==> config.mk <==
export PLATFORM = sky130hd
export DESIGN_NAME = siggen_burst_ctrl
export DESIGN_NICKNAME = d
export VERILOG_FILES = /design/src/rtl/siggen_burst_ctrl.sv
export SDC_FILE = /design/constraint.sdc
export NUM_CORES = 1
export LEC_CHECK = 0
export BUFFER_PORTS_ARGS = -buffer_cell sky130_fd_sc_hd__buf_4
export CELL_PAD_IN_SITES_DETAIL_PLACEMENT = 0
export CELL_PAD_IN_SITES_GLOBAL_PLACEMENT = 1
export CORE_UTILIZATION = 46
export DETAILED_ROUTE_END_ITERATION = 12
export PLACE_DENSITY = 0.91
export REMOVE_ABC_BUFFERS = 1
export SLEW_MARGIN = 30
export SYNTH_ARGS = -nofsm -noshare
export SYNTH_HDL_FRONTEND = slang
export SYNTH_SLANG_ARGS = --single-unit
==> constraint.sdc <==
create_clock -name clk -period 10 [get_ports clk]
set_input_delay 2 -clock clk [delete_from_list [all_inputs] [get_ports clk]]
set_output_delay 2 -clock clk [all_outputs]
set_load 0.01 [all_outputs]
==> src/rtl/siggen_burst_ctrl.sv <==
`default_nettype none
// ============================================================================
//  Module   : siggen_burst_ctrl
//  Purpose  : Packetizes a free-running sample stream into bursts of
//             packets. Packet length comes from pkt_len. Packets per burst,
//             the inter-burst gap and the control bits are programmed over
//             the settings bus. In RUN the stream passes through
//             combinationally. In IDLE and GAP the stream is held off.
//  Revision : 1.0  initial release
// ----------------------------------------------------------------------------
//  Ports
//    clk, reset_n                  clock, asynchronous active-low reset
//    set_stb/set_addr/set_data     settings bus (registers update one
//                                  cycle after the strobe)
//    pkt_len                       samples per packet (0 behaves as 1)
//    i_tdata/i_tvalid/i_tready     sample stream in
//    o_tdata/o_tlast/o_tvalid/     packetized stream out
//    o_tready
//    o_eob                         marks the final o_tlast of a burst
//    busy                          state is not IDLE
//    rb_status                     status readback word
//  Configuration
//    SIGGEN_BURST_STATUS_EN        when defined, rb_status reports the
//                                  state and a saturating count of
//                                  completed bursts; otherwise it reads 0
// ============================================================================
module siggen_burst_ctrl #(
    parameter int SR_BURST_PKTS = 150,
    parameter int SR_BURST_GAP  = 151,
    parameter int SR_BURST_CTRL = 152
) (
    input  logic        clk,
    input  logic        reset_n,
    input  logic        set_stb,
    input  logic [7:0]  set_addr,
    input  logic [31:0] set_data,
    input  logic [15:0] pkt_len,
    input  logic [31:0] i_tdata,
    input  logic        i_tvalid,
    output logic        i_tready,
    output logic [31:0] o_tdata,
    output logic        o_tlast,
    output logic        o_tvalid,
    input  logic        o_tready,
    output logic        o_eob,
    output logic        busy,
    output logic [31:0] rb_status
);

    localparam logic [7:0] ADDR_PKTS = 8'(SR_BURST_PKTS);
    localparam logic [7:0] ADDR_GAP  = 8'(SR_BURST_GAP);
    localparam logic [7:0] ADDR_CTRL = 8'(SR_BURST_CTRL);

    typedef enum logic [1:0] {
        IDLE = 2'd0,
        RUN  = 2'd1,
        GAP  = 2'd2
    } state_t;

    // ------------------------------------------------------------------
    // Settings registers
    // ------------------------------------------------------------------
    logic [15:0] pkts_q;
    logic [15:0] gap_q;
    logic        cont_q;
    logic        start_q;
    logic        stop_q;

    logic w_wr_pkts;
    logic w_wr_gap;
    logic w_wr_ctrl;

    assign w_wr_pkts = set_stb && (set_addr == ADDR_PKTS);
    assign w_wr_gap  = set_stb && (set_addr == ADDR_GAP);
    assign w_wr_ctrl = set_stb && (set_addr == ADDR_CTRL);

    // Upper settings bits carry no meaning for this block.
    logic unused_set_data;
    assign unused_set_data = &{1'b0, set_data[31:16]};

    always_ff @(posedge clk or negedge reset_n) begin
        if (!reset_n) begin
            pkts_q  <= 16'd1;
            gap_q   <= 16'd0;
            cont_q  <= 1'b0;
            start_q <= 1'b0;
            stop_q  <= 1'b0;
        end else begin
            // Stop wins when both command bits arrive on one strobe.
            start_q <= w_wr_ctrl && set_data[0] && !set_data[1];
            stop_q  <= w_wr_ctrl && set_data[1];
            if (w_wr_pkts) pkts_q <= set_data[15:0];
            if (w_wr_gap)  gap_q  <= set_data[15:0];
            if (w_wr_ctrl) cont_q <= set_data[2];
        end
    end

    // ------------------------------------------------------------------
    // Burst state machine
    // ------------------------------------------------------------------
    state_t      state_q,      state_d;
    logic [15:0] sample_cnt_q, sample_cnt_d;
    logic [15:0] pkt_cnt_q,    pkt_cnt_d;
    logic [15:0] gap_cnt_q,    gap_cnt_d;
    logic [15:0] len_q,        len_d;
    logic [15:0] pkts_lat_q,   pkts_lat_d;
    logic        stop_pend_q,  stop_pend_d;

    logic        w_run;
    logic        w_beat;
    logic        w_pkt_start;
    logic [15:0] w_len_eff;
    logic [15:0] w_pkts_eff;
    logic [15:0] w_len;
    logic [15:0] w_pkts;
    logic        w_last_sample;
    logic        w_stop;
    logic        w_last_pkt;

    assign w_run       = (state_q == RUN);
    assign w_beat      = w_run && i_tvalid && o_tready;
    assign w_pkt_start = (sample_cnt_q == 16'd0);
    assign w_len_eff   = (pkt_len == 16'd0) ? 16'd1 : pkt_len;
    assign w_pkts_eff  = (pkts_q  == 16'd0) ? 16'd1 : pkts_q;

    // While no sample of the packet has moved yet, the live settings
    // apply. Once the first beat is taken, the latched copies govern the
    // rest of the packet.
    assign w_len  = w_pkt_start ? w_len_eff  : len_q;
    assign w_pkts = w_pkt_start ? w_pkts_eff : pkts_lat_q;

    assign w_last_sample = (sample_cnt_q == (w_len - 16'd1));
    assign w_stop        = stop_q || stop_pend_q;
    // The >= compare keeps a burst from overrunning if the packet count
    // is lowered below the packets already sent.
    assign w_last_pkt    = w_stop || (pkt_cnt_q >= (w_pkts - 16'd1));

    assign o_tvalid = w_run && i_tvalid;
    assign i_tready = w_run && o_tready;
    assign o_tdata  = w_run ? i_tdata : 32'd0;
    assign o_tlast  = o_tvalid && w_last_sample;
    assign o_eob    = o_tlast && w_last_pkt;
    assign busy     = (state_q != IDLE);

    always_ff @(posedge clk or negedge reset_n) begin
        if (!reset_n) begin
            state_q      <= IDLE;
            sample_cnt_q <= 16'd0;
            pkt_cnt_q    <= 16'd0;
            gap_cnt_q    <= 16'd0;
            len_q        <= 16'd0;
            pkts_lat_q   <= 16'd0;
            stop_pend_q  <= 1'b0;
        end else begin
            state_q      <= state_d;
            sample_cnt_q <= sample_cnt_d;
            pkt_cnt_q    <= pkt_cnt_d;
            gap_cnt_q    <= gap_cnt_d;
            len_q        <= len_d;
            pkts_lat_q   <= pkts_lat_d;
            stop_pend_q  <= stop_pend_d;
        end
    end

    always_comb begin
        state_d      = state_q;
        sample_cnt_d = sample_cnt_q;
        pkt_cnt_d    = pkt_cnt_q;
        gap_cnt_d    = gap_cnt_q;
        len_d        = len_q;
        pkts_lat_d   = pkts_lat_q;
        stop_pend_d  = stop_pend_q;

        case (state_q)
            IDLE: begin
                if (start_q) begin
                    state_d      = RUN;
                    sample_cnt_d = 16'd0;
                    pkt_cnt_d    = 16'd0;
                    gap_cnt_d    = 16'd0;
                    stop_pend_d  = 1'b0;
                end
            end

            RUN: begin
                if (w_beat) begin
                    if (w_pkt_start) begin
                        len_d      = w_len_eff;
                        pkts_lat_d = w_pkts_eff;
                    end
                    if (w_last_sample) begin
                        sample_cnt_d = 16'd0;
                        if (w_last_pkt) begin
                            pkt_cnt_d = 16'd0;
                            if (w_stop || !cont_q) begin
                                state_d     = IDLE;
                                stop_pend_d = 1'b0;
                            end else if (gap_q != 16'd0) begin
                                state_d   = GAP;
                                gap_cnt_d = 16'd0;
                            end
                        end else begin
                            pkt_cnt_d = pkt_cnt_q + 16'd1;
                        end
                    end else begin
                        sample_cnt_d = sample_cnt_q + 16'd1;
                        if (stop_q) stop_pend_d = 1'b1;
                    end
                end else if (stop_q) begin
                    // Between packets a stop ends the burst at once;
                    // mid-packet it waits for the packet to complete.
                    if (w_pkt_start) begin
                        state_d   = IDLE;
                        pkt_cnt_d = 16'd0;
                    end else begin
                        stop_pend_d = 1'b1;
                    end
                end
            end

            GAP: begin
                if (stop_q) begin
                    state_d   = IDLE;
                    gap_cnt_d = 16'd0;
                end else if (({1'b0, gap_cnt_q} + 17'd1) >= {1'b0, gap_q}) begin
                    state_d   = RUN;
                    gap_cnt_d = 16'd0;
                end else begin
                    gap_cnt_d = gap_cnt_q + 16'd1;
                end
            end

            default: begin
                state_d = IDLE;
            end
        endcase
    end

    // ------------------------------------------------------------------
    // Status readback
    // ------------------------------------------------------------------
`ifdef SIGGEN_BURST_STATUS_EN
    logic [15:0] bursts_done_q;

    always_ff @(posedge clk or negedge reset_n) begin
        if (!reset_n) begin
            bursts_done_q <= 16'd0;
        end else if (o_eob && w_beat && (bursts_done_q != 16'hFFFF)) begin
            bursts_done_q <= bursts_done_q + 16'd1;
        end
    end

    assign rb_status = {state_q, 14'd0, bursts_done_q};
`else
    assign rb_status = 32'd0;
`endif

endmodule
`default_nettype wire

==> impl_metrics.tcl, run 1 <==
set metrics [dict create \
    status "finished clean" \
    yosysSeqAreaShare 0.355 \
    cts-root-buf "clkbuf_16" \
    crit_path_max_fanout 38 \
    p_sw_uw 953 \
    yosysMostFrequentCell "dfrtp_1" \
    wl_mm 20.8 \
    drtIter0Drc 324 \
    min_period_ns 7.72 \
    fillCellCount 1591 \
    area_delta_synth_final_pct 18.0 \
    holdWs_ns 0.506 \
    ys.warnings.count 0 \
    ant_nets 0 \
    dpl_cell_area_um2 9280 \
    worstRegToRegCells 18 \
    fmax_ghz 0.130 \
    wl_per_cell_um 16.4 \
    maxSlewHeadroom 0.441 \
    die_width_um 137 \
    cts_max_level 4 \
    synth_top_area_cell "dfrtp_1" \
    grt_pass1_vias 6914 \
    ir_worst_vdd_mv 0.164 \
    yosysUniqueCellTypes 69 \
    rrSetupSlack_ns 4.13 \
    rsz0062_at_grt "no" \
    final_util 0.563 \
    setup_viol 0 \
    cap_violations 0 \
    viasPerCell 5.62 \
    fin_setup_tns_ns 0 \
    tightest_slew_ns 0.832 \
    final_nets 1160 \
    p_clk_frac 0.245 \
    grt_overflow 0 \
    synth_area_um2 8330 \
    clock_skew_ns 0.00772 \
    core-area_um2 17500 \
    dpl.hpwl_mm 14.9 \
    cp.arrival_ns 5.72 \
    start_util 0.477 \
    post_cts_buffers 0 \
    cts_sinks 118 \
    post-route-period-util 0.772 \
    hold_end "pkts_lat_q[15]$_DFFE_PN0P_" \
    tritoncts "done" \
    row_count 48 \
    n_antenna_cell 0 \
    crit_type "primary input to primary output" \
    antenna_found_initial 0 \
    switching_share 0.409 \
    grt_max_degree 63 \
    synth_top_cell_area_share 0.351 \
    seq_area_um2 2950 \
    gp_congestion 0.856 \
    drive_gt1_frac 0.212 \
    p_leak_uw 0.00458 \
    hold_path_depth 1 \
    p_int_uw 1380 \
    post_cts_resized 0 \
    pwr-share-comb 0.482 \
    async_flop_share 1.00 \
    syn_inst 927 \
    ys_seq_elements 118 \
    pin_count 162 \
    die_h_um 137 \
    cts_buffer_depth 2 \
    port_buffers 113 \
    route.detailed.drc 0 \
    clkTransAtPathRegs_ns 0.06 \
    min_from "pkts_lat_q[15]$_DFFE_PN0P_" \
    required_ns 8.00 \
    grt_pass1_wl_mm 34.0 \
    postLayoutCellArea_um2 9830 \
    r2r-start "sample_cnt_q[0]$_DFFE_PN0P_" \
    synthTopCellsByArea "dfrtp_1 35%, mux2_2 6.4%, ha_1 5.7%" \
    cts_made_buffers 17 \
    start_kind "primary input" \
    die-area_um2 18700 \
    multi_input_comb_area_um2 4890 \
    avgSynthCellArea_um2 8.99 \
    synth_commonest_cells "117 x dfrtp_1, 70 x nand2_1, 57 x nor2_1" \
    hold_class "register to register" \
    synth_edf_count 0 \
    first_pass_iters 4 \
    p_seq_frac 0.274 \
    timing.rr.end "pkt_cnt_q[2]$_DFFE_PN0P_" \
    cts_hold_buf 0 \
    via_count 7125 \
    power_density_nw_per_um2 237 \
    clock_latency_ns 0.42 \
    synthFlopType "dfrtp_1" \
    final_hold_viol_count 0 \
    maxSlewViolCount 0 \
    grt_util_all_layers 0.233 \
    end_kind "primary output" \
]
[stage by stage]
stage	worst slack, ns	total power, µW	std cells
floorplan	2.07	1430	883
global placement	2.34	1740	1235
detailed placement	2.35	1760	1235
CTS	2.33	2340	1267
global route	2.03	2490	1267
finish	2.28	2330	1267
[power by group through the flow]
stage	Clock (µW)	Combinational, µW	Sequential, µW
2_1_floorplan	0	809	617
3_3_place_gp	0	1100	640
3_5_place_dp	0	1120	642
4_1_cts	579	1120	635
5_1_grt	600	1250	649
6_report	569	1120	637
[state kept, by name, summed over array words and instances, names as in the netlist]
| name | cells |
|---|---|
| cont_q | 1 |
| pkts_q | 16 |
| state_q | 2 |
| gap_q | 16 |
| len_q | 16 |
| sample_cnt_q | 16 |
| stop_pend_q | 1 |
| pkt_cnt_q | 16 |
| stop_q | 1 |
| gap_cnt_q | 16 |
| start_q | 1 |
| pkts_lat_q | 16 |
[cells by family (layout without fill, tap and decap cells)]
family / Yosys count / in the layout / synth area share
XOR/XNOR: 62 / 62 / 0.0652
other: 1 / 32 / 0.000450
AO/OA/AOI/OAI: 185 / 185 / 0.149
adder cells (fa/ha/maj): 38 / 38 / 0.0571
multiplexers: 72 / 72 / 0.0938
buffers and inverters: 128 / 212 / 0.0752
AND/OR/NAND/NOR: 323 / 323 / 0.205
flip-flops: 118 / 118 / 0.355
[placed cells by master (no fill, tap or decap), drive strengths merged, types with 15 or more instances in the layout]
cell,netlist,routed
nor2,57,57
and2,37,37
a31oi,15,15
conb,1,32
o21ai,57,57
xor2,28,28
dfrtp,117,117
inv,53,57
nand3,27,27
xnor2,34,34
mux2i,23,23
mux2,49,49
nor3,37,37
buf,44,127
clkbuf,31,20
a21oi,33,33
nor4,28,28
ha,38,38
nand2,70,70
[worst max-delay path: stages]
cell and delay (ns):
buf_4 0.13, or4_1 0.60, nor3_1 0.37, a311o_1 0.27, o21ai_2 0.10, ha_1 0.31
nor3b_1 0.18, xnor2_1 0.14, mux2i_1 0.16, xnor2_1 0.13, a32oi_1 0.09, a211oi_1 0.26
nand4b_1 0.13, buf_4 0.29, nor4_1 0.35, buf_4 0.18
[how the worst max path moves through the flow]
stage / startpoint / slack, ns / endpoint / cells past startpoint
after global placement: pkt_len[12] / 2.34 / o_eob / 16
after global routing: pkt_len[12] / 2.03 / o_eob / 16
final: pkt_len[12] / 2.28 / o_eob / 16
after CTS: pkt_len[12] / 2.33 / o_eob / 16
after floorplan: pkt_len[12] / 2.07 / o_eob / 13
after detailed placement: pkt_len[12] / 2.35 / o_eob / 16
[layout make-up]
class,instances,share of cell area
tap,225,0.0286
sequential,118,0.300
clock inverter,12,0.00980
inverter,53,0.0202
timing repair buffer,127,0.0970
clock buffer,20,0.0465
multi-input combinational,712,0.497
[layer usage]
layer  routed length (µm)  GRT usage  vias to the layer above
met5                    0          0                        -
met4                  278     0.0833                        0
met3                  828     0.0433                       20
met2                10100      0.386                      172
met1                 9630      0.302                     3444
li1                     -          -                     3489
No activity file was read; power rests on OpenSTA's default activity.
==> inputs of run 2 (changes only) <==
Settings changed: CORE_UTILIZATION 46 to 43, PLACE_DENSITY 0.91 to 0.86.
Clock period 10 ns to 8 ns, I/O delays scaled along.
==> run 2 against run 1 <==
Via count increased by 1.0%. Utilization decreased by 3.5 points. Clock-buffer cell count decreased by 1. Die area increased by 6.9%. Register-to-register slack got worse by 2.0 ns. Non-clock buffer count increased by 3. Clock power increased by 36%. Cell count increased by 3.0%. Clock skew increased by 0.0047 ns. Total power increased by 28%.
==> impl_metrics.tcl, run 2 (synthesis results as in run 1) <==
set metrics [dict create \
    status "finished clean" \
    routed.top_layer "met4" \
    holdWs_ns 0.527 \
    wl_per_cell_um 16.3 \
    multi_input_comb_area_um2 4890 \
    total_power_uw 2990 \
    die_width_um 141 \
    post_cts_resized 0 \
    maxSlewViolCount 0 \
    ant_nets 0 \
    p_leak_uw 0.00461 \
    die-area_um2 19900 \
    clock_latency_ns 0.43 \
    cts_max_level 4 \
    core-area_um2 18800 \
    crit_path_max_fanout 19 \
    viasPerCell 5.52 \
    final_nets 1163 \
    maxSlewHeadroom 0.445 \
    drtIter0Drc 461 \
    min_period_ns 6.85 \
    grt_overflow 0 \
    pin_count 162 \
    area_delta_synth_final_pct 19.3 \
    hold_path_depth 2 \
    final_cell_mix "129 x buf_4, 117 x dfrtp_1, 70 x nand2_1, 56 x nor2_1, 53 x inv_1" \
    setup_viol 0 \
    end_kind "primary output" \
    n_antenna_cell 0 \
    cap_violations 0 \
    grt_util_all_layers 0.224 \
    clock_skew_ns 0.0124 \
    row_count 50 \
    first_pass_iters 5 \
    worstRegToRegCells 18 \
    start_kind "register" \
    cts_hold_buf 0 \
    post-route-period-util 0.856 \
    crit_type "register to primary output" \
    rsz0062_at_grt "no" \
    post_cts_buffers 0 \
    route.detailed.drc 0 \
    dr_wl_met3_um 925 \
    fmax_ghz 0.146 \
    port_buffers 113 \
    required_ns 6.40 \
    cts_sinks 118 \
    dpl.hpwl_mm 15.3 \
    final_common_cell "buf_4" \
    antenna_found_initial 0 \
    gp_congestion 0.819 \
    wl_met2_mm 10.2 \
    tritoncts "done" \
    tightest_slew_ns 0.825 \
    fillCellCount 1754 \
    cts-root-buf "clkbuf_16" \
    wl_met1_mm 9.86 \
    grt_pass1_vias 6886 \
    fin_setup_tns_ns 0 \
    via_count 7199 \
    die_h_um 141 \
    cp.arrival_ns 5.25 \
    clkTransAtPathRegs_ns 0.06 \
    drive_gt1_frac 0.214 \
    power_density_nw_per_um2 301 \
    cts_made_buffers 17 \
    grt_pass1_wl_mm 35.1 \
    cts_buffer_depth 2 \
    start_util 0.443 \
    hold_class "register to register" \
    grt_max_degree 70 \
    final_hold_viol_count 0 \
    wl_mm 21.3 \
    seq_area_um2 2950 \
    ir_worst_vdd_mv 0.197 \
]
==> run 2: changes by cell type in the layout (fill, tap and decap cells not counted) <==
| cell | before | now |
|---|---|---|
| buf_6 | 0 | 1 |
| buf_4 | 127 | 129 |
| inv_6 | 4 | 3 |
| clkbuf_8 | 2 | 1 |
| bufinv_16 | 0 | 2 |
==> run 2: final timing paths <==
check,from,end,slack [ns]
worst max-delay path,sample_cnt_q[0]$_DFFE_PN0P_,o_eob,1.15
min in group asynchronous,reset_n,len_q[3]$_DFFE_PN0P_,1.21
worst min-delay path,pkts_lat_q[0]$_DFFE_PN0P_,pkts_lat_q[0]$_DFFE_PN0P_,0.53
worst max register to register,sample_cnt_q[0]$_DFFE_PN0P_,pkt_cnt_q[2]$_DFFE_PN0P_,2.14
max in group asynchronous,reset_n,pkts_q[11]$_DFFE_PN0P_,5.72
worst min register to register,pkts_lat_q[0]$_DFFE_PN0P_,pkts_lat_q[0]$_DFFE_PN0P_,0.53
==> run 2: report_power, final <==
group / switching, µW / internal, µW
registers: 113 / 684
clock network: 302 / 470
logic: 794 / 628
==> run 2: layout make-up <==
cell class / instances / share of cell area
inverters: 53 / 0.0200
flip-flops and latches: 118 / 0.297
clock buffers: 19 / 0.0446
repair buffers: 130 / 0.0986
well taps: 260 / 0.0327
clock inverters: 13 / 0.0149
multi-input cells: 712 / 0.492
==> run 2: stage by stage <==
step | worst slack, ns | cells | utilization | instance area (µm²)
after global placement | 1.24 | 1273 | 0.496 | 9340
after CTS | 1.17 | 1305 | 0.528 | 9930
after detailed placement | 1.27 | 1273 | 0.496 | 9340
after floorplan | 0.867 | 883 | - | 8020
final | 1.15 | 1305 | 0.528 | 9940
after global routing | 0.754 | 1305 | 0.528 | 9940
==> run 2: worst max-delay path: stages, from the launching register on <==
cell	delay (ns)
dfrtp_1	0.40
inv_1	0.14
ha_1	0.16
nor4b_2	0.32
and4_1	0.78
nor4_1	0.15
nor2_1	0.27
nor3_1	0.10
xor2_1	0.15
o21ai_0	0.22
ha_1	0.29
and4_1	0.21
a2111oi_0	0.39
o31a_1	0.22
o31ai_1	0.08
a2111oi_0	0.66
nor4_1	0.11
buf_4	0.18
==> run 2: routing by layer <==
layer  track usage  up-vias
met3        0.0408       25
met4        0.0652        0
met1         0.299     3487
met5             0        -
met2         0.368      195
li1              -     3492
